--- src/rtl/spi_cmd_exec.sv ---
// Command executor behind the SPI slave: decodes 24-bit {cmd, addr, payload} frames,
// maintains the LED brightness bank, drives PWM outputs and returns read bytes.
module spi_cmd_exec #(
  parameter int         NUM_LEDS     = 8,
  parameter logic [7:0] CMD_NOP      = 8'h00,
  parameter logic [7:0] CMD_LED_SET  = 8'h01,
  parameter logic [7:0] CMD_LED_READ = 8'h02,
  parameter int         PWM_DIV      = 4
) (
  input  logic                sysclk,
  input  logic                rst,
  input  logic                rx_dv,
  input  logic [23:0]         rx_frame,
  input  logic                tx_ready,
  output logic                tx_dv,
  output logic [7:0]          tx_byte,
  output logic                busy,
  output logic [NUM_LEDS-1:0] led_pwm,
  output logic [7:0]          err_cnt
);

  localparam logic [1:0] ST_IDLE = 2'd0;
  localparam logic [1:0] ST_EXEC = 2'd1;
  localparam logic [1:0] ST_RESP = 2'd2;

  localparam int                   AW         = (NUM_LEDS > 1) ? $clog2(NUM_LEDS) : 1;
  localparam logic [8:0]           NUM_LEDS_W = 9'(NUM_LEDS);
  localparam int                   PRESC_W    = (PWM_DIV > 1) ? $clog2(PWM_DIV) : 1;
  localparam logic [PRESC_W-1:0]   PRESC_MAX  = PRESC_W'(PWM_DIV - 1);
  localparam logic [6:0]           PWM_LAST   = 7'd126;

  logic [1:0]          r_state;
  logic [23:0]         r_frame;
  logic [6:0]          r_bright     [NUM_LEDS];
  logic [6:0]          r_bright_act [NUM_LEDS];
  logic                r_tx_dv;
  logic [7:0]          r_tx_byte;
  logic [7:0]          r_err_cnt;
  logic [PRESC_W-1:0]  r_presc;
  logic [6:0]          r_pwm_cnt;
  logic [NUM_LEDS-1:0] r_led_pwm;

  logic [7:0]    w_cmd;
  logic [7:0]    w_addr;
  logic [6:0]    w_new_bright;
  logic [AW-1:0] w_idx;
  logic          w_addr_ok;
  logic          w_exec_err;
  logic          w_overrun;
  logic          w_err_inc;
  logic          w_tick;
  logic          w_unused_payload_lsb;

  // NOTE: every signal gets a default at the top of always_comb so no path leaves it
  // unassigned; a missing default would silently infer a latch.
  always_comb begin
    w_cmd                = r_frame[23:16];
    w_addr               = r_frame[15:8];
    w_new_bright         = r_frame[7:1];
    w_unused_payload_lsb = r_frame[0];
    w_idx                = w_addr[AW-1:0];
    w_addr_ok            = ({1'b0, w_addr} < NUM_LEDS_W);
    w_exec_err           = 1'b0;
    if (r_state == ST_EXEC) begin
      if (w_cmd == CMD_LED_SET || w_cmd == CMD_LED_READ) begin
        w_exec_err = !w_addr_ok;
      end else if (w_cmd != CMD_NOP) begin
        w_exec_err = 1'b1;
      end
    end
    w_overrun = rx_dv && (r_state != ST_IDLE);
    // Simultaneous exec error and overrun still count as a single increment.
    w_err_inc = w_exec_err || w_overrun;
    w_tick    = (r_presc == PRESC_MAX);
  end

  // NOTE: state registers use non-blocking assignments only, so every always_ff
  // samples the pre-edge values regardless of evaluation order.
  always_ff @(posedge sysclk or posedge rst) begin
    if (rst) begin
      r_state   <= ST_IDLE;
      r_frame   <= 24'h0;
      r_tx_dv   <= 1'b0;
      r_tx_byte <= 8'h00;
      r_err_cnt <= 8'h00;
      // NOTE: the brightness bank is a small register file that must read back as
      // zero after reset, so it is reset explicitly rather than left to a RAM.
      for (int i = 0; i < NUM_LEDS; i++) begin
        r_bright[i] <= 7'd0;
      end
    end else begin
      if (w_err_inc && (r_err_cnt != 8'hFF)) begin
        r_err_cnt <= r_err_cnt + 8'd1;
      end
      case (r_state)
        ST_IDLE: begin
          if (rx_dv) begin
            r_frame <= rx_frame;
            r_state <= ST_EXEC;
          end
        end
        ST_EXEC: begin
          r_state <= ST_IDLE;
          if (w_cmd == CMD_LED_SET && w_addr_ok) begin
            r_bright[w_idx] <= w_new_bright;
          end else if (w_cmd == CMD_LED_READ) begin
            r_tx_dv   <= 1'b1;
            r_tx_byte <= w_addr_ok ? {r_bright[w_idx], 1'b0} : 8'h00;
            r_state   <= ST_RESP;
          end
        end
        ST_RESP: begin
          if (tx_ready) begin
            r_tx_dv <= 1'b0;
            r_state <= ST_IDLE;
          end
        end
        default: r_state <= ST_IDLE;
      endcase
    end
  end

  // Shadow copies only update at the period wrap so a write never glitches a PWM cycle.
  always_ff @(posedge sysclk or posedge rst) begin
    if (rst) begin
      r_presc   <= '0;
      r_pwm_cnt <= 7'd0;
      r_led_pwm <= '0;
      for (int i = 0; i < NUM_LEDS; i++) begin
        r_bright_act[i] <= 7'd0;
      end
    end else begin
      for (int i = 0; i < NUM_LEDS; i++) begin
        r_led_pwm[i] <= (r_pwm_cnt < r_bright_act[i]);
      end
      if (w_tick) begin
        r_presc <= '0;
        if (r_pwm_cnt == PWM_LAST) begin
          r_pwm_cnt <= 7'd0;
          for (int i = 0; i < NUM_LEDS; i++) begin
            r_bright_act[i] <= r_bright[i];
          end
        end else begin
          r_pwm_cnt <= r_pwm_cnt + 7'd1;
        end
      end else begin
        r_presc <= r_presc + 1'b1;
      end
    end
  end

  assign tx_dv   = r_tx_dv;
  assign tx_byte = r_tx_byte;
  assign busy    = (r_state != ST_IDLE);
  assign led_pwm = r_led_pwm;
  assign err_cnt = r_err_cnt;

endmodule

--- config.mk ---
export PLATFORM = sky130hd
export DESIGN_NAME = spi_cmd_exec
export DESIGN_NICKNAME = d
export VERILOG_FILES = /design/src/rtl/spi_cmd_exec.sv
export SDC_FILE = /design/constraint.sdc
export NUM_CORES = 1
export LEC_CHECK = 0
export ABC_AREA = 1
export BUFFER_PORTS_ARGS = -buffer_cell sky130_fd_sc_hd__buf_2
export CAP_MARGIN = 20
export CORE_MARGIN = 8
export CORE_UTILIZATION = 45
export CTS_CLUSTER_DIAMETER = 80
export DETAILED_ROUTE_END_ITERATION = 8
export GPL_TIMING_DRIVEN = 0
export SETUP_SLACK_MARGIN = 0.5
export SLEW_MARGIN = 15
export SYNTH_ARGS = -nofsm -noshare
export SYNTH_HDL_FRONTEND = slang
export SYNTH_SLANG_ARGS = --single-unit
--- constraint.sdc ---
create_clock -name sysclk -period 15.02 [get_ports sysclk]
set_input_delay 1.502 -clock sysclk [delete_from_list [all_inputs] [get_ports sysclk]]
set_output_delay 1.502 -clock sysclk [all_outputs]
set_load 0.02 [all_outputs]
==> results.yml <==
status:
  status: "completed"
finish:
  final_cell_mix: "275 x nand2_1, 170 x dfrtp_1, 106 x o21ai_1"
  drive_above_1_share: 0.146
  seq_area_um2: 4250
  final-instance-count-excl-fill: 1252
  layout_commonest_cell: "nand2_1"
  multi_input_area_um2: 3310
  fillers: 1703
  syn_to_final_growth_pct: 14.9
  antenna_cells: 0
  fin_nets: 1091
timing:
  holdWs_ns: 0.437
  rsz0062_at_grt: "false"
  period_share: 0.180
  slew_headroom: 0.565
  report.final.slew_viol_count: 0
  tns_ns: 0
  max_freq_mhz: 371
  fin_skew_ns: 0.00900
  hold_viol: 0
  worst_pin_slew_ns: 0.653
  min_period_ns: 2.70
  setup_viol: 0
critical_path:
  required_ns: 13.52
  end_kind: "output pin"
  path_class: "reg -> out"
  arrival_ns: 1.20
  critPathLaunchType: "register"
  cp_max_fo: 4
die:
  rows: 49
  die_area_um2: 22700
  fp.dieH_um: 151
  ios: 54
  core_region_area_um2: 17900
  die_x_um: 151
  floorplan.initialDensity: 0.455
pwr:
  cellPowerDensity_nw_per_um2: 116
  peakVddDrop_uv: 80.3
  power_leakage_nw: 4.45
global_routing:
  grt_start_max_net_pins: 92
  grt_overflow: 0
  grtUsageTotal: 0.189
  antenna_found_initial: 0
  grt_pass1_vias: 6289
  grt_pass1_wl_mm: 33.3
cts:
  worstSkewPairLatency_ns: 0.43
  cts_tree: "built"
  postCtsSetupBuffers: 0
  ctsHoldBuffers: 0
  clock_path_buffers: 2
  cts_resized: 0
  clk_pin_slew_ns: 0.06
  cts_buffers: 17
  root_buffer: "clkbuf_16"
  clkSinkCount: 170
  htreeDepth: 4
yosys:
  synth.distinct_cells: 35
  synth_seq_cells: 170
  yosys_warnings: 0
  netlist_area_um2: 8150
  synth.area.top_cells: "dfrtp_1 52%, nand2_1 13%, ha_1 8.0%, o21ai_1 6.5%, inv_1 4.7%"
  synthDominantCellAreaShare: 0.522
  syn_avg_cell_area_um2: 8.67
  synth_fp_nets: 1020
  synth_area_leader_cell: "dfrtp_1"
  netlist_instances: 940
  yosysSeqAreaShare: 0.522
placement:
  dp_cells: 1221
  portBuffers: 51
  dp_hpwl_mm: 14.5
  gp_congestion: 0.861
drt:
  vias_per_cell: 4.97
  drtPass1Iterations: 4
  wl_mm: 19.8
  via_count: 6221
  drtIter0Drc: 345
  drc: 0
  postRouteAntennaNets: 0
  post_drt_wl_per_cell_um: 15.8
hold_path:
  hold_class: "reg -> reg"
job:
  maxCapViolCount: 0
final cells by class:
cell class | instances | share of cell area
plain buffers | 28 | 0.0152
clock buffers | 21 | 0.0502
clock inverters | 10 | 0.0178
inverters | 120 | 0.0489
multi-input cells | 622 | 0.353
flip-flops and latches | 170 | 0.454
well taps | 229 | 0.0306
repair buffers | 52 | 0.0302
cells in the mapped netlist:
library cell,n
and3_1,1
a21oi_1,40
a21boi_1,1
buf_2,18
a21boi_0,1
nand2_2,8
a22oi_1,4
buf_6,1
nor2_1,33
clkbuf_1,7
nand4_4,1
o211ai_1,9
nor2_8,1
nand4_1,7
nand2_1,275
conb_1,1
a211oi_1,1
nor2_4,1
nand3_1,29
o21ai_1,106
o22ai_1,4
clkinv_1,1
buf_4,2
or2_2,1
xor2_1,3
nor3_1,6
o21ai_0,18
inv_1,102
nor3_2,2
o21ai_2,14
inv_2,17
dfrtp_1,170
xnor2_1,2
ha_1,52
o221ai_1,1
stage by stage:
stage                     instance area (um^2)  power (mW)   util  worst slack (ns)
after floorplan                           8150       0.580      -              8.91
after global placement                    8690       0.621  0.486              6.78
after detailed placement                  8730       0.622  0.488             12.40
after CTS                                 9370        1.10  0.523             12.29
after global routing                      9370        1.13  0.523             12.24
final                                     9370        1.08  0.523             12.32
state kept, by name, summed over array words and instances, names as in the netlist:
register / flops
r_state: 2
r_presc: 2
r_frame: 23
err_cnt: 8
r_bright: 56
tx_byte: 7
r_pwm_cnt: 7
tx_dv: 1
led_pwm: 8
r_bright_act: 56
power breakdown:
group          switching [mW]  total [mW]  internal [mW]
combinational          0.0836       0.118         0.0347
sequential             0.0166       0.494          0.477
clock                   0.180       0.472          0.291
worst max-delay path: stages, from the launching register on:
cell     delay (ns)
dfrtp_1        0.41
nor2_1         0.14
inv_1          0.07
buf_2          0.16
cells by family (layout without fill, tap and decap cells):
logic type      after synthesis  count (layout)  synth area share
fa+ha+maj                    52              52            0.0798
compound gates              199             199             0.135
flops                       170             170             0.522
xor+xnor                      5               5           0.00537
simple gates                365             365             0.185
buf+inv                     148             231            0.0727
other cells                   1               1          0.000460
per-layer routing:
| layer | up-vias | part of all wire | track usage |
|---|---|---|---|
| li1 | 3195 | - | - |
| met1 | 2905 | 0.52 | 0.270 |
| met2 | 100 | 0.43 | 0.284 |
| met3 | 21 | 0.032 | 0.0382 |
| met4 | 0 | 0.018 | 0.0574 |
| met5 | - | 0 | 0 |
path summary, 6_finish.rpt:
kind / from / endpoint / slack (ns) / depth (start not counted)
max: r_state[1] / busy / 12.32 / 3
min: r_presc[0] / r_presc[0] / 0.44 / 1
max reg2reg: r_pwm_cnt[0] / r_bright_act[13] / 12.84 / 9
min reg2reg: r_presc[0] / r_presc[0] / 0.44 / 1
max in group asynchronous: rst / led_pwm[5] / 13.04 / 3
min in group asynchronous: rst / r_frame[7] / 1.14 / 2
Note: power is estimated with default switching activity, not from simulation.
